--- config.mk ---
export PLATFORM = sky130hd
export DESIGN_NAME = execute_mc
export DESIGN_NICKNAME = d
export VERILOG_FILES = /design/src/rtl/execute_pkg.sv /design/src/rtl/execute_mc_iter_mul.sv /design/src/rtl/execute_mc.sv
export SDC_FILE = /design/constraint.sdc
export NUM_CORES = 2
export LEC_CHECK = 0
export CAP_MARGIN = 20
export CORE_MARGIN = 1.5
export CORE_UTILIZATION = 61
export DETAILED_ROUTE_END_ITERATION = 7
export GPL_TIMING_DRIVEN = 0
export HOLD_SLACK_MARGIN = 0.15
export PLACE_DENSITY = 0.89
export SLEW_MARGIN = 0
export SYNTH_ARGS = -nofsm -noshare
export SYNTH_HDL_FRONTEND = slang
export SYNTH_SLANG_ARGS = --single-unit
--- constraint.sdc ---
create_clock -name clk -period 28.4 [get_ports clk]
set_input_delay 4.26 -clock clk [delete_from_list [all_inputs] [get_ports clk]]
set_output_delay 4.26 -clock clk [all_outputs]
set_load 0.01 [all_outputs]
--- src/rtl/execute_pkg.sv ---
// Shared EX-stage definitions: ALU opcodes, forwarding select, multiplier FSM states.
package execute_pkg;

  localparam logic [3:0] ALU_AND   = 4'b0000;
  localparam logic [3:0] ALU_OR    = 4'b0001;
  localparam logic [3:0] ALU_ADD   = 4'b0010;
  localparam logic [3:0] ALU_SUB   = 4'b0110;
  localparam logic [3:0] ALU_PASSB = 4'b0111;
  localparam logic [3:0] ALU_NOR   = 4'b1100;
  localparam logic [3:0] ALU_MUL   = 4'b1000;

  localparam logic [4:0] XZR = 5'd31;

  typedef enum logic [1:0] {FWD_REG, FWD_EXMEM, FWD_MEMWB} fwd_sel_t;
  typedef enum logic [1:0] {EX_IDLE, EX_BUSY, EX_DONE} ex_state_t;

  // The younger producer (EX/MEM) takes priority; XZR is never a forwarding source.
  function automatic fwd_sel_t fwd_select(input logic [4:0] rs,
                                          input logic [4:0] ex_rd, input logic ex_we,
                                          input logic [4:0] wb_rd, input logic wb_we);
    fwd_sel_t sel;
    sel = FWD_REG;
    if (ex_we && ex_rd != XZR && ex_rd == rs)
      sel = FWD_EXMEM;
    else if (wb_we && wb_rd != XZR && wb_rd == rs)
      sel = FWD_MEMWB;
    return sel;
  endfunction

endpackage

--- src/rtl/execute_mc_iter_mul.sv ---
// Iterative MUL_K-bits-per-cycle multiplier with IDLE/BUSY/DONE control; latency N/MUL_K+1.
// Holds the pipeline via stall_E while busy; flush_E abandons the operation with no result.
module iter_mul #(
  parameter int N     = 64,
  parameter int MUL_K = 4
) (
  input  logic         clk,
  input  logic         reset,
  input  logic         valid_E,
  input  logic         flush_E,
  input  logic         is_mul,
  input  logic [N-1:0] op_a,
  input  logic [N-1:0] op_b,
  output logic [N-1:0] acc_q,
  output logic         result_sel,
  output logic         stall_E,
  output logic         done_E
);
  import execute_pkg::*;

  localparam int STEPS = N / MUL_K;
  localparam int CNT_W = (STEPS > 1) ? $clog2(STEPS) : 1;
  localparam logic [CNT_W-1:0] LAST = CNT_W'(STEPS - 1);

  ex_state_t        state_q, state_d;
  logic [N-1:0]     opa_q, opb_q;
  logic [CNT_W-1:0] cnt_q;
  logic [N-1:0]     partial;
  logic [31:0]      shamt;
  logic             start;
  logic             last_step;
  logic             stall_c, done_c;

  assign start   = valid_E & is_mul & ~flush_E;
  assign partial = opa_q * N'(opb_q[MUL_K-1:0]);
  assign shamt   = 32'(cnt_q) * 32'(MUL_K);

`ifdef MUL_EARLY_EXIT_EN
  // Remaining multiplier digits all zero: the accumulator already holds the product.
  assign last_step = (cnt_q == LAST) || (opb_q == '0);
`else
  assign last_step = (cnt_q == LAST);
`endif

  always_ff @(posedge clk or negedge reset) begin
    if (!reset) begin
      state_q <= EX_IDLE;
      acc_q   <= '0;
      cnt_q   <= '0;
      opa_q   <= '0;
      opb_q   <= '0;
    end else begin
      state_q <= state_d;
      case (state_q)
        EX_IDLE: if (start) begin
          opa_q <= op_a;
          opb_q <= op_b;
          acc_q <= '0;
          cnt_q <= '0;
        end
        EX_BUSY: begin
          acc_q <= acc_q + (partial << shamt);
          opb_q <= opb_q >> MUL_K;
          cnt_q <= cnt_q + 1'b1;
        end
        default: ;
      endcase
    end
  end

  always_comb begin
    state_d    = state_q;
    stall_c    = 1'b0;
    done_c     = 1'b0;
    result_sel = 1'b0;
    case (state_q)
      EX_IDLE: begin
        if (start) begin
          state_d = EX_BUSY;
          stall_c = 1'b1;
        end else begin
          done_c = valid_E & ~is_mul & ~flush_E;
        end
      end
      EX_BUSY: begin
        if (flush_E) begin
          state_d = EX_IDLE;
        end else begin
          stall_c = 1'b1;
          if (last_step) state_d = EX_DONE;
        end
      end
      EX_DONE: begin
        // ID/EX still shows the finished MUL this cycle; never re-issue it.
        state_d    = EX_IDLE;
        result_sel = 1'b1;
        done_c     = ~flush_E;
      end
      default: state_d = EX_IDLE;
    endcase
  end

  // Handshake outputs are forced quiet while reset is held.
  assign stall_E = reset & stall_c;
  assign done_E  = reset & done_c;

endmodule

--- src/rtl/execute_mc.sv ---
// LEGv8 EX stage: forwarding, branch target, 1-cycle ALU ops, iterative MUL (N/MUL_K+1 cycles).
// stall_E holds upstream during MUL; MUL_EARLY_EXIT_EN ends MUL once remaining multiplier is 0.
module execute_mc #(
  parameter int N     = 64,
  parameter int MUL_K = 4
) (
  input  logic         clk,
  input  logic         reset,
  input  logic         valid_E,
  input  logic         flush_E,
  input  logic         AluSrc,
  input  logic         mov,
  input  logic [3:0]   AluControl,
  input  logic [4:0]   ID_EXRegRn,
  input  logic [4:0]   ID_EXRegRm,
  input  logic [4:0]   EX_MEMRegRd,
  input  logic [4:0]   MEM_WBRegRd,
  input  logic         EX_MEMregWrite,
  input  logic         MEM_WBregWrite,
  input  logic [N-1:0] EX_MEMResult,
  input  logic [N-1:0] memoryResult,
  input  logic [N-1:0] PC_E,
  input  logic [N-1:0] signImm_E,
  input  logic [N-1:0] readData1_E,
  input  logic [N-1:0] readData2_E,
  output logic [N-1:0] PCBranch_E,
  output logic [N-1:0] aluResult_E,
  output logic [N-1:0] writeData_E,
  output logic         zero_E,
  output logic         stall_E,
  output logic         done_E
);
  import execute_pkg::*;

  if (N % MUL_K != 0) begin : g_param_check
    $error("execute_mc: N must be a multiple of MUL_K");
  end

  fwd_sel_t     sel_a, sel_b;
  logic [N-1:0] fwd_a, fwd_b;
  logic [N-1:0] alu_a, alu_b, alu_y;
  logic [N-1:0] mul_acc;
  logic         mul_sel;
  logic         is_mul;

  assign sel_a = fwd_select(ID_EXRegRn, EX_MEMRegRd, EX_MEMregWrite, MEM_WBRegRd, MEM_WBregWrite);
  assign sel_b = fwd_select(ID_EXRegRm, EX_MEMRegRd, EX_MEMregWrite, MEM_WBRegRd, MEM_WBregWrite);

  always_comb begin
    fwd_a = readData1_E;
    case (sel_a)
      FWD_EXMEM: fwd_a = EX_MEMResult;
      FWD_MEMWB: fwd_a = memoryResult;
      default:   fwd_a = readData1_E;
    endcase
  end

  always_comb begin
    fwd_b = readData2_E;
    case (sel_b)
      FWD_EXMEM: fwd_b = EX_MEMResult;
      FWD_MEMWB: fwd_b = memoryResult;
      default:   fwd_b = readData2_E;
    endcase
  end

  assign alu_a       = mov ? signImm_E : fwd_a;
  assign alu_b       = AluSrc ? signImm_E : fwd_b;
  assign writeData_E = fwd_b;
  assign PCBranch_E  = PC_E + (signImm_E << 2);
  assign is_mul      = (AluControl == ALU_MUL);

  always_comb begin
    alu_y = '0;
    case (AluControl)
      ALU_AND:   alu_y = alu_a & alu_b;
      ALU_OR:    alu_y = alu_a | alu_b;
      ALU_ADD:   alu_y = alu_a + alu_b;
      ALU_SUB:   alu_y = alu_a - alu_b;
      ALU_PASSB: alu_y = alu_b;
      ALU_NOR:   alu_y = ~(alu_a | alu_b);
      default:   alu_y = '0;
    endcase
  end

  iter_mul #(.N(N), .MUL_K(MUL_K)) u_iter_mul (
    .clk        (clk),
    .reset      (reset),
    .valid_E    (valid_E),
    .flush_E    (flush_E),
    .is_mul     (is_mul),
    .op_a       (alu_a),
    .op_b       (alu_b),
    .acc_q      (mul_acc),
    .result_sel (mul_sel),
    .stall_E    (stall_E),
    .done_E     (done_E)
  );

  assign aluResult_E = mul_sel ? mul_acc : alu_y;
  assign zero_E      = (aluResult_E == '0);

endmodule

==> run_results.csv, run 1 <==
group,metric,value,unit
synth,synth_fp_nets,6254,
die,io-pin-count,611,
placement,post-place-ws,8.85,ns
synth,async_flop_share,100,%
status,status,"aborted with a tool error",
die,die_h,253,µm
clock_tree,cts_sinks,198,
die,initial_core_util,61.6,%
synth,synth_xor_area_share,6.70,%
die,chipWidth,253,µm
clock_tree,cts.path.max_buffers,2,
synth,ys_ff_latch,198,
grt,grtUsageTotal,81.2,%
synth,yosys.area.top_type,"dfrtp_1",
clock_tree,post-cts-setup-buffers,0,
die,rows,91,
status,haltStage,"global routing",
synth,yosysMostFrequentCell,"nand2_1",
synth,yosys-top-cells-area,"dfrtp_1 (13%), ha_1 (8.6%), nand2_1 (8.1%), fa_1 (6.5%), o21ai_0 (6.4%)",
clock_tree,cts_resized,0,
placement,placement.io_buffers,604,
clock_tree,cts-buffers-inserted,17,
synth,synthMuxAreaShare,5.02,%
synth,synth-seq-area-share,13.0,%
synth,syn_area_per_cell,6.97,µm²
grt,grt_overflow,263,
synth,synth_top_area_share,13.0,%
synth,yosys-top-cells-count,"nand2_1 (823), o21ai_0 (485), nor2_1 (467)",
synth,synth_warnings,0,
synth,yosys.area_share.simple,23.7,%
synth,syn-cell-area,38000,µm²
status,tool.error,"[ERROR GRT-0116] Global routing finished with congestion. Check the congestion regions in the DRC Viewer.",
placement,gp_routability_congestion,1.45,
clock_tree,cts_root_buffer,"clkbuf_16",
clock_tree,htreeDepth,4,
synth,synth_cell_types,93,
clock_tree,cts_hold_buf,0,
placement,hpwlAfterDp,186000,µm
grt,grt_pass1_vias,53600,
grt,grt_max_degree,128,
synth,synth_compound_area_share,30.0,%
synth,synth_edf_count,0,
grt,grt_pass1_wl,384000,µm
synth,synthAdderAreaFrac,15.4,%
synth,synth_top_family_by_area,"compound AO/OA/AOI/OAI gates",
synth,synthCells,5454,
synth,synth-main-ff-cell,"dfrtp_1",
==> kinds of logic after synthesis <==
kind of cell,Yosys count
xor gates and xnor gates,291
adders and majority gates,397
buffers and inverters,604
DFF,198
muxes,180
AOI/OAI and AO/OA,1801
and+or+nand+nor,1983
==> metal layers <==
metal	GRT overflow	GRT usage [%]
met3	11	76.8
met5	4	50.1
met2	113	90.4
met1	4	81.2
met4	131	75.7
==> metrics by stage <==
step                      hold WS (ns)  cell area [µm²]  cells
after CTS                        0.481            45900   6938
after detailed placement         0.466            45300   6906
after global placement           0.461            45100   6895
after floorplan                  0.445            38000   5454
==> run 2, diff against run 1 <==
- CORE_UTILIZATION: 61 -> 40
- HOLD_SLACK_MARGIN: 0.15 -> unset
- PLACE_DENSITY: 0.89 -> unset
- PLACE_DENSITY_LB_ADDON: unset -> 0.15
==> run 2 against run 1 <==
  * The run now ends clean
  * Synthesized cell count is the same
  * Synthesized area is the same
==> run_results.csv, run 2 <==
group,metric,value,unit
drt,detail_route.first_pass.iterations,7,
synth,synth_xor_area_share,6.70,%
placement,hpwlAfterDp,221000,µm
clock_tree,clk_pin_slew,0.08,ns
synth,synthAdderAreaFrac,15.4,%
grt,grt_max_degree,118,
cells_and_area,synthToLayoutAreaGrowth,23.1,%
critical_path,timing.rr.start,"u_iter_mul.opb_q[1]",
worst_hold_path,hold_path.startpoint,"u_iter_mul.opb_q[43]",
critical_path,cpMaxStageDelayCell,"mux2i_1",
critical_path,rrSetupSlack,17.74,ns
clock_tree,cts_resized,0,
pwr,max-vdd-ir-drop,0.0482,mV
placement,gp_routability_congestion,1.14,
cells_and_area,mostFrequentLayoutCell,"nand2_1",
cells_and_area,fill_cells,9687,
sta,setup_viol,0,
drt,wl_met3,36100,µm
die,initial_core_util,40.6,%
worst_hold_path,hold_path.class,"flip-flop to flip-flop",
synth,yosys-top-cells-count,"nand2_1 (823), o21ai_0 (485), nor2_1 (467)",
synth,async_flop_share,100,%
worst_hold_path,hold_path_depth,2,
clock_tree,cts_hold_buf,0,
synth,synth_top_family_by_area,"compound AO/OA/AOI/OAI gates",
sta,rsz0062_at_grt,"false",
cells_and_area,ff_latch_area,4950,µm²
sta,max_slew.worst_pin.slew,1.47,ns
die,die_h,311,µm
synth,yosys.area_share.simple,23.7,%
drt,vias,50000,
grt,grt_overflow,0,
synth,syn-cell-area,38000,µm²
clock_tree,clk-insertion-delay-late,0.49,ns
drt,ant_nets,0,
synth,synth_top_area_share,13.0,%
cells_and_area,reg_top3,"u_iter_mul.acc_q: 64 flops, u_iter_mul.opa_q: 64 flops, u_iter_mul.opb_q: 64 flops",
drt,top_layer_used,"met5",
status,status,"completed",
drt,drt_iter0_drc,8105,
sta,slew_violations,0,
die,chipWidth,311,µm
critical_path,arrival,17.16,ns
clock_tree,htreeDepth,4,
cells_and_area,drive_gt1_share,3.18,%
clock_tree,cts_tree,"done",
critical_path,cp_slowest_stage_delay,0.90,ns
synth,yosysMostFrequentCell,"nand2_1",
pwr,power_leakage,20.5,nW
placement,dp.cells,7344,
cells_and_area,fin_area,46800,µm²
synth,synth_fp_nets,6254,
pwr,power_density,75.0,nW/µm²
critical_path,critPathLaunchType,"input port",
sta,timing.hold.ws,0.491,ns
cells_and_area,final_cell_mix,"nand2_1 (823), clkdlybuf4s50_1 (603), o21ai_0 (483)",
synth,synth_compound_area_share,30.0,%
grt,antenna_found_initial,51,
critical_path,crit_required,24.14,ns
placement,placed_area,46000,µm²
cells_and_area,multiInputGateArea,30900,µm²
synth,syn_area_per_cell,6.97,µm²
sta,layout_min_cycle_time,21.42,ns
synth,synth_warnings,0,
drt,post-route-drc-count,0,
critical_path,crit_type,"input port to output port",
die,die_area,96900,µm²
sta,fin_crit_sh,75.4,%
synth,synth_cell_types,93,
run,drv_cap,0,
sta,relSlewSlack,1.81,%
synth,synth-main-ff-cell,"dfrtp_1",
synth,yosys.area.top_type,"dfrtp_1",
sta,hold_violations,0,
cells_and_area,stdcell_count,7422,
clock_tree,cts.path.max_buffers,2,
grt,grtUsageTotal,52.4,%
clock_tree,cts_root_buffer,"clkbuf_16",
grt,grt_pass1_vias,46300,
die,core,93700,µm²
critical_path,ff2ff_path_depth,36,
die,io-pin-count,611,
critical_path,end_kind,"output port",
drt,wl_met2,105000,µm
drt,wl_per_cell,35.5,µm
synth,synthMuxAreaShare,5.02,%
cells_and_area,layout.nets,6921,
die,rows,112,
clock_tree,cts_sinks,198,
critical_path,rr_endpoint,"u_iter_mul.acc_q[62]",
clock_tree,cts-buffers-inserted,17,
drt,drt-total-wl,263000,µm
critical_path,path_max_fanout,10,
grt,grt_pass1_wl,359000,µm
synth,synth_edf_count,0,
synth,synthCells,5454,
sta,fmax,46.7,MHz
clock_tree,post-cts-setup-buffers,0,
placement,placement.io_buffers,604,
sta,finClkSkew,0.0221,ns
drt,wl_met1,92700,µm
synth,yosys-top-cells-area,"dfrtp_1 (13%), ha_1 (8.6%), nand2_1 (8.1%), fa_1 (6.5%), o21ai_0 (6.4%)",
synth,synth-seq-area-share,13.0,%
worst_hold_path,timing.hold.worst_endpoint,"u_iter_mul.opb_q[39]",
sta,fin_setup_tns,0,ns
synth,ys_ff_latch,198,
drt,viasPerCell,6.73,
run 2: cell counts after synthesis:
No cell type changed its count.
run 2: where the power goes:
part / switching, mW / internal, mW
logic: 1.77 / 0.946
clock network: 0.126 / 0.134
registers: 0.171 / 0.369
total: 2.06 / 1.45
run 2: worst max path at each step:
stage              to      startpoint  depth (start not counted)  slack (ns)
6_report       zero_E  MEM_WBRegRd[1]                         36        6.98
3_5_place_dp   zero_E  MEM_WBRegRd[1]                         36        7.84
2_1_floorplan  zero_E  MEM_WBRegRd[0]                         35       12.31
4_1_cts        zero_E  MEM_WBRegRd[1]                         36        7.80
3_3_place_gp   zero_E  MEM_WBRegRd[1]                         36        7.83
5_1_grt        zero_E  MEM_WBRegRd[1]                         36        6.91
run 2: cell type report:
class	instances	area share (%)
Antenna cell	36	0.192
Buffer	350	2.92
Clock buffer	20	0.954
Clock inverter	10	0.297
Inverter	254	2.04
Multi-Input combinational cell	4652	65.9
Sequential cell	198	10.6
Tap cell	1254	3.35
Timing Repair Buffer	648	13.8
run 2: cell families after synthesis:
logic type	count (synthesis)
AND/OR/NAND/NOR	1983
AO/OA/AOI/OAI	1801
buffers and inverters	604
adder cells (fa/ha/maj)	397
XOR/XNOR	291
flip-flops	198
multiplexers	180
run 2: through the flow:
| stage | setup WS [ns] | util [%] | total power, mW |
|---|---|---|---|
| floorplan | 12.31 | - | 2.10 |
| global placement | 7.83 | 48.7 | 3.09 |
| detailed placement | 7.84 | 49.1 | 3.11 |
| CTS | 7.80 | 49.7 | 3.38 |
| global route | 6.91 | 49.9 | 3.68 |
| finish | 6.98 | 49.9 | 3.51 |
run 2: metal layers:
layer / up-vias / GRT usage [%]
met3: 1122 / 18.2
met2: 4118 / 74.7
met5: - / 0
li1: 21000 / -
met1: 23700 / 61.9
met4: 12 / 46.6
run 2: worst max-delay path, delay by kind of cell:
family / cells / cell delay, ns
buffers and inverters: 8 / 3.05
AOI/OAI and AO/OA: 8 / 2.59
and+or+nand+nor: 15 / 5.13
adders and majority gates: 2 / 0.75
xor gates and xnor gates: 1 / 0.11
muxes: 2 / 1.22
Note: power is estimated with default switching activity, not from simulation.
